===== config.mk =====
export PLATFORM = sky130hd
export DESIGN_NAME = seq_divider_shift_sub
export DESIGN_NICKNAME = d
export VERILOG_FILES = /design/src/rtl/arith_pkg.sv /design/src/rtl/div_step.sv /design/src/rtl/seq_divider_shift_sub.sv
export SDC_FILE = /design/constraint.sdc
export NUM_CORES = 1
export LEC_CHECK = 0
export CAP_MARGIN = 20
export CELL_PAD_IN_SITES_DETAIL_PLACEMENT = 0
export CELL_PAD_IN_SITES_GLOBAL_PLACEMENT = 1
export CORE_MARGIN = 10
export CORE_UTILIZATION = 44
export CTS_CLUSTER_DIAMETER = 30
export DETAILED_ROUTE_END_ITERATION = 10
export GPL_TIMING_DRIVEN = 0
export PLACE_DENSITY = 0.95
export SETUP_SLACK_MARGIN = 0.4
export SKIP_LAST_GASP = 1
export SYNTH_ARGS = -nofsm -noshare
export SYNTH_HDL_FRONTEND = slang
export SYNTH_HIERARCHICAL = 1
export SYNTH_SLANG_ARGS = --single-unit

===== constraint.sdc =====
create_clock -name Clk -period 6.9 [get_ports Clk]
set_clock_uncertainty 0.15 [all_clocks]
set_input_delay 0.69 -clock Clk [delete_from_list [all_inputs] [get_ports Clk]]
set_output_delay 0.69 -clock Clk [all_outputs]
set_load 0.01 [all_outputs]

===== src/rtl/arith_pkg.sv =====
// Shared definitions for the sequential shift-add multiplier and shift-subtract divider.
// Holds the default operand width and the common start/iterate/complete state encoding.
package arith_pkg;

    localparam int N_DEF = 8;

    typedef enum logic [1:0] {
        S_IDLE  = 2'd0,
        S_CHECK = 2'd1,
        S_ITER  = 2'd2,
        S_DONE  = 2'd3
    } state_t;

endpackage


===== src/rtl/div_step.sv =====
// One restoring shift-subtract iteration: shift ACC left and try to subtract the divisor.
// Combinational, zero latency; no flow control.
module div_step #(
    parameter int N = 8
) (
    input  logic [2*N-1:0] i_acc,
    input  logic [N-1:0]   i_dreg,
    output logic [2*N:0]   o_acc
);

    logic [2*N:0] w_s;
    logic [N:0]   w_t;
    logic         w_ge;

    // ACC's top bit is always zero between iterations, so it is simply shifted out.
    assign w_s   = {i_acc, 1'b0};
    assign w_ge  = w_s[2*N:N] >= {1'b0, i_dreg};
    assign w_t   = w_s[2*N:N] - {1'b0, i_dreg};
    assign o_acc = w_ge ? {w_t, w_s[N-1:1], 1'b1} : w_s;

endmodule


===== src/rtl/seq_divider_shift_sub.sv =====
// Sequential restoring divider, 2N-bit dividend by N-bit divisor, St/Done handshake.
// Latency N+1 cycles from the accepting edge (1 cycle on overflow/divide-by-zero); St ignored while Busy.
module seq_divider_shift_sub
    import arith_pkg::*;
#(
    parameter int N = N_DEF
) (
    input  logic           Clk,
    input  logic           Rst_n,
    input  logic           St,
    input  logic [2*N-1:0] Dividend,
    input  logic [N-1:0]   Divisor,
    output logic           Busy,
    output logic           Done,
    output logic           V,
    output logic [N-1:0]   Quotient,
    output logic [N-1:0]   Remainder
);

    localparam int CW = $clog2(N + 1);

    state_t         r_state;
    state_t         w_state_nxt;
    logic [2*N:0]   r_acc;
    logic [N-1:0]   r_dreg;
    logic [CW-1:0]  r_cnt;
    logic [N-1:0]   r_quot;
    logic [N-1:0]   r_rem;
    logic           r_v;
    logic [2*N:0]   w_acc_nxt;
    logic           w_ovf;
    logic           w_last;

    // A quotient wider than N bits exists exactly when the upper dividend half reaches the divisor.
    assign w_ovf  = (r_dreg == '0) || (r_acc[2*N:N] >= {1'b0, r_dreg});
    assign w_last = (r_cnt == CW'(N - 1));

    div_step #(.N(N)) u_div_step (
        .i_acc  (r_acc[2*N-1:0]),
        .i_dreg (r_dreg),
        .o_acc  (w_acc_nxt)
    );

    always_ff @(posedge Clk) begin
        if (!Rst_n) begin
            r_state <= S_IDLE;
        end else begin
            r_state <= w_state_nxt;
        end
    end

    always_comb begin
        w_state_nxt = r_state;
        case (r_state)
            S_IDLE:  if (St) w_state_nxt = S_CHECK;
            S_CHECK: w_state_nxt = w_ovf ? S_DONE : S_ITER;
            S_ITER:  if (w_last) w_state_nxt = S_DONE;
            S_DONE:  w_state_nxt = S_IDLE;
            default: w_state_nxt = S_IDLE;
        endcase
    end

    // Results are loaded on the edge that enters DONE so they are valid together with Done.
    always_ff @(posedge Clk) begin
        if (!Rst_n) begin
            r_acc  <= '0;
            r_dreg <= '0;
            r_cnt  <= '0;
            r_quot <= '0;
            r_rem  <= '0;
            r_v    <= 1'b0;
        end else begin
            case (r_state)
                S_IDLE: begin
                    if (St) begin
                        r_acc  <= {1'b0, Dividend};
                        r_dreg <= Divisor;
                    end
                end
                S_CHECK: begin
                    r_cnt <= '0;
                    if (w_ovf) begin
                        r_quot <= '0;
                        r_rem  <= '0;
                        r_v    <= 1'b1;
                    end
                end
                S_ITER: begin
                    r_acc <= w_acc_nxt;
                    r_cnt <= r_cnt + CW'(1);
                    if (w_last) begin
                        r_quot <= w_acc_nxt[N-1:0];
                        r_rem  <= w_acc_nxt[2*N-1:N];
                        r_v    <= 1'b0;
                    end
                end
                default: ;
            endcase
        end
    end

    assign Busy      = (r_state != S_IDLE);
    assign Done      = (r_state == S_DONE);
    assign V         = r_v;
    assign Quotient  = r_quot;
    assign Remainder = r_rem;

endmodule

==> results.json <==
{
  "first_global_vias": 2416,
  "cts_tree": "yes",
  "status": "complete, no violations",
  "syn_area_um2": 3000,
  "ctsHoldBuffers": 0,
  "die_y_um": 103,
  "ant_nets": 0,
  "grt.overflow.total": 0,
  "port_buffers": 44,
  "hold_viol": 0,
  "syn_area_per_cell_um2": 8.60,
  "postCtsSetupRepairBufs": 0,
  "detail_route.first_pass.iterations": 4,
  "synth_area_leader_cell": "dfxtp_1",
  "min_period_over_period_pct": 41.3,
  "antenna_found_initial": 0,
  "grt.total_usage_pct": 12.9,
  "ys_top_cells_by_area": "dfxtp_1 32%, mux2i_1 11%, ha_1 8.8%, nand2_1 7.0%, o211a_1 5.7%",
  "crit_required_ps": 6950,
  "dpl.cell_count": 473,
  "slew_violations": 0,
  "cp_data_arrival_time_ps": 2890,
  "worstPathMaxFanout": 8,
  "dpl-instance-area_um2": 3540,
  "yosysSeqAreaShare_pct": 32.0,
  "power_density_nw_per_um2": 459,
  "post-dp-hpwl_mm": 5.40,
  "r2r-end": "r_acc[13]",
  "rsz0062_at_grt": "false",
  "utilization_pct": 54.1,
  "pre_cts_slack_ps": 4070,
  "via_per_inst": 5.23,
  "slew_headroom_pct": 63.6,
  "wirelength_mm": 6.69,
  "timing.final.ws_setup_ps": 4050,
  "start_util_pct": 44.7,
  "post_cts_resized": 0,
  "ys_types": 56,
  "cts_max_level": 2,
  "yosysMostFrequentCell": "nand2_1",
  "rows": 30,
  "cp-end-kind": "flip-flop",
  "core_area_um2": 6720,
  "drt_iter0_drc": 99,
  "max_cap_violations": 0,
  "rrSetupSlack_ps": 4050,
  "layout.nets": 449,
  "finalPower_mw": 1.67,
  "critical_path_class": "reg -> reg",
  "cts-root-buf": "clkbuf_8",
  "hold_class": "reg -> reg",
  "finalSetupTns_ps": 0,
  "gp_congestion": 0.805,
  "min_period_ps": 2850,
  "numCtsBuffers": 5,
  "worst_pin_slew_ps": 546,
  "r2r_start": "r_dreg[4]",
  "cts.sinks": 48,
  "stdcell_count": 481,
  "pin_count": 46,
  "static-leakage-power_nw": 1.60,
  "n_antenna_cell": 0,
  "synthTopCellsByCount": "56 x nand2_1, 48 x dfxtp_1, 34 x mux2i_1",
  "ys_ff_latch": 48,
  "vias": 2516,
  "async_flop_share_pct": 0,
  "synth_edf_count": 0,
  "drc": 0,
  "clk_latency_ps": 300,
  "layout-drive-gt1-share_pct": 7.73,
  "dieArea_um2": 10500,
  "clk_pin_slew_ps": 90,
  "cp-startpoint": "r_dreg[4]",
  "clock_path_buffers": 2,
  "area.growth.synth_to_final_pct": 21.2,
  "hold_ws_ps": 311,
  "fin_area_um2": 3640,
  "synthesis.instances": 349,
  "cp-start-kind": "flip-flop",
  "wl_per_cell_um": 13.9,
  "die_w_um": 103,
  "grt_max_degree": 16,
  "grt_pass1_wl_mm": 11.0,
  "crit_end": "r_acc[13]",
  "rr_worst_depth": 11,
  "synth_nets": 398,
  "yosysWarnings": 6,
  "setup_viol": 0,
  "fmax_mhz": 351,
  "ir_drop_mv": 0.220,
  "synth_flop_cell": "dfxtp_1",
  "synth_top_area_share_pct": 32.0
}
final cells by class:
| type | instances | area [um^2] |
|---|---|---|
| buffer | 27 | 166 |
| clock buffer | 6 | 82.6 |
| clock inverter | 2 | 13.8 |
| fill | 645 | 3080 |
| inverter | 28 | 105 |
| multi-input combinational | 246 | 1770 |
| sequential | 48 | 961 |
| tap | 80 | 100 |
| timing repair buffer | 44 | 440 |
cells by family after synthesis:
family | share of synthesized area, %
AND/OR/NAND/NOR | 17.9
AO/OA/AOI/OAI | 17.9
XOR/XNOR | 0.876
adder cells (fa/ha/maj) | 9.42
flip-flops | 32.0
buffers and inverters | 9.05
multiplexers | 12.8
layer usage:
| layer | up-vias | wire [um] | track usage, % |
|---|---|---|---|
| met1 | 1147 | 3150 | 16.4 |
| met2 | 52 | 3090 | 21.5 |
| met4 | 0 | 75 | 3.58 |
| met3 | 6 | 374 | 2.61 |
| li1 | 1311 | - | - |
| met5 | - | 0 | 0 |
report_power, final:
part / leakage, nW / internal, mW / switching (mW) / total (mW)
clock network: 0.0516 / 0.0821 / 0.0968 / 0.179
registers: 0.392 / 0.342 / 0.0608 / 0.403
logic: 1.16 / 0.523 / 0.564 / 1.09
total: 1.60 / 0.948 / 0.722 / 1.67
cell usage in the layout (no fill, tap or decap), types with 2 or more instances in the layout:
cell / instances
clkbuf_8: 6
nand3_1: 21
a21boi_0: 10
a31oi_1: 2
dfxtp_1: 48
buf_2: 2
mux2i_1: 34
nor2_1: 7
xnor2_1: 2
nor3b_1: 2
buf_4: 8
inv_1: 28
nand4_1: 3
nand2b_1: 5
mux2_4: 3
buf_6: 2
a21oi_1: 13
clkdlybuf4s50_1: 44
nor2b_1: 5
o211a_1: 17
ha_1: 21
clkbuf_1: 13
nor3_1: 5
nand2_1: 56
o21ai_0: 7
a21o_1: 2
o21ai_1: 2
how the worst min path moves through the flow:
stage	startpoint	depth (start not counted)	endpoint	slack, ps
detailed placement	Remainder[7]	2	Remainder[7]	300
floorplan	r_dreg[2]	2	r_dreg[2]	310
global placement	Remainder[7]	2	Remainder[7]	290
finish	Quotient[7]	2	Quotient[7]	310
CTS	Remainder[7]	2	Remainder[7]	320
global route	Quotient[6]	2	Quotient[6]	340
worst max-delay path, stage by stage (launching register included):
cell	delay (ps)
dfxtp_1	380
inv_1	60
ha_1	320
a21o_1	240
o21bai_1	170
a211o_1	380
or2_1	260
buf_6	140
mux2_4	310
mux2i_1	130
nand2_1	60
o211a_1	140
registers in the layout (all words and copies together), names as in the netlist:
signal / flops
V: 1
Remainder: 8
r_cnt: 4
r_dreg: 8
r_state: 2
Quotient: 8
r_acc: 17
Note: power is estimated with default switching activity, not from simulation.
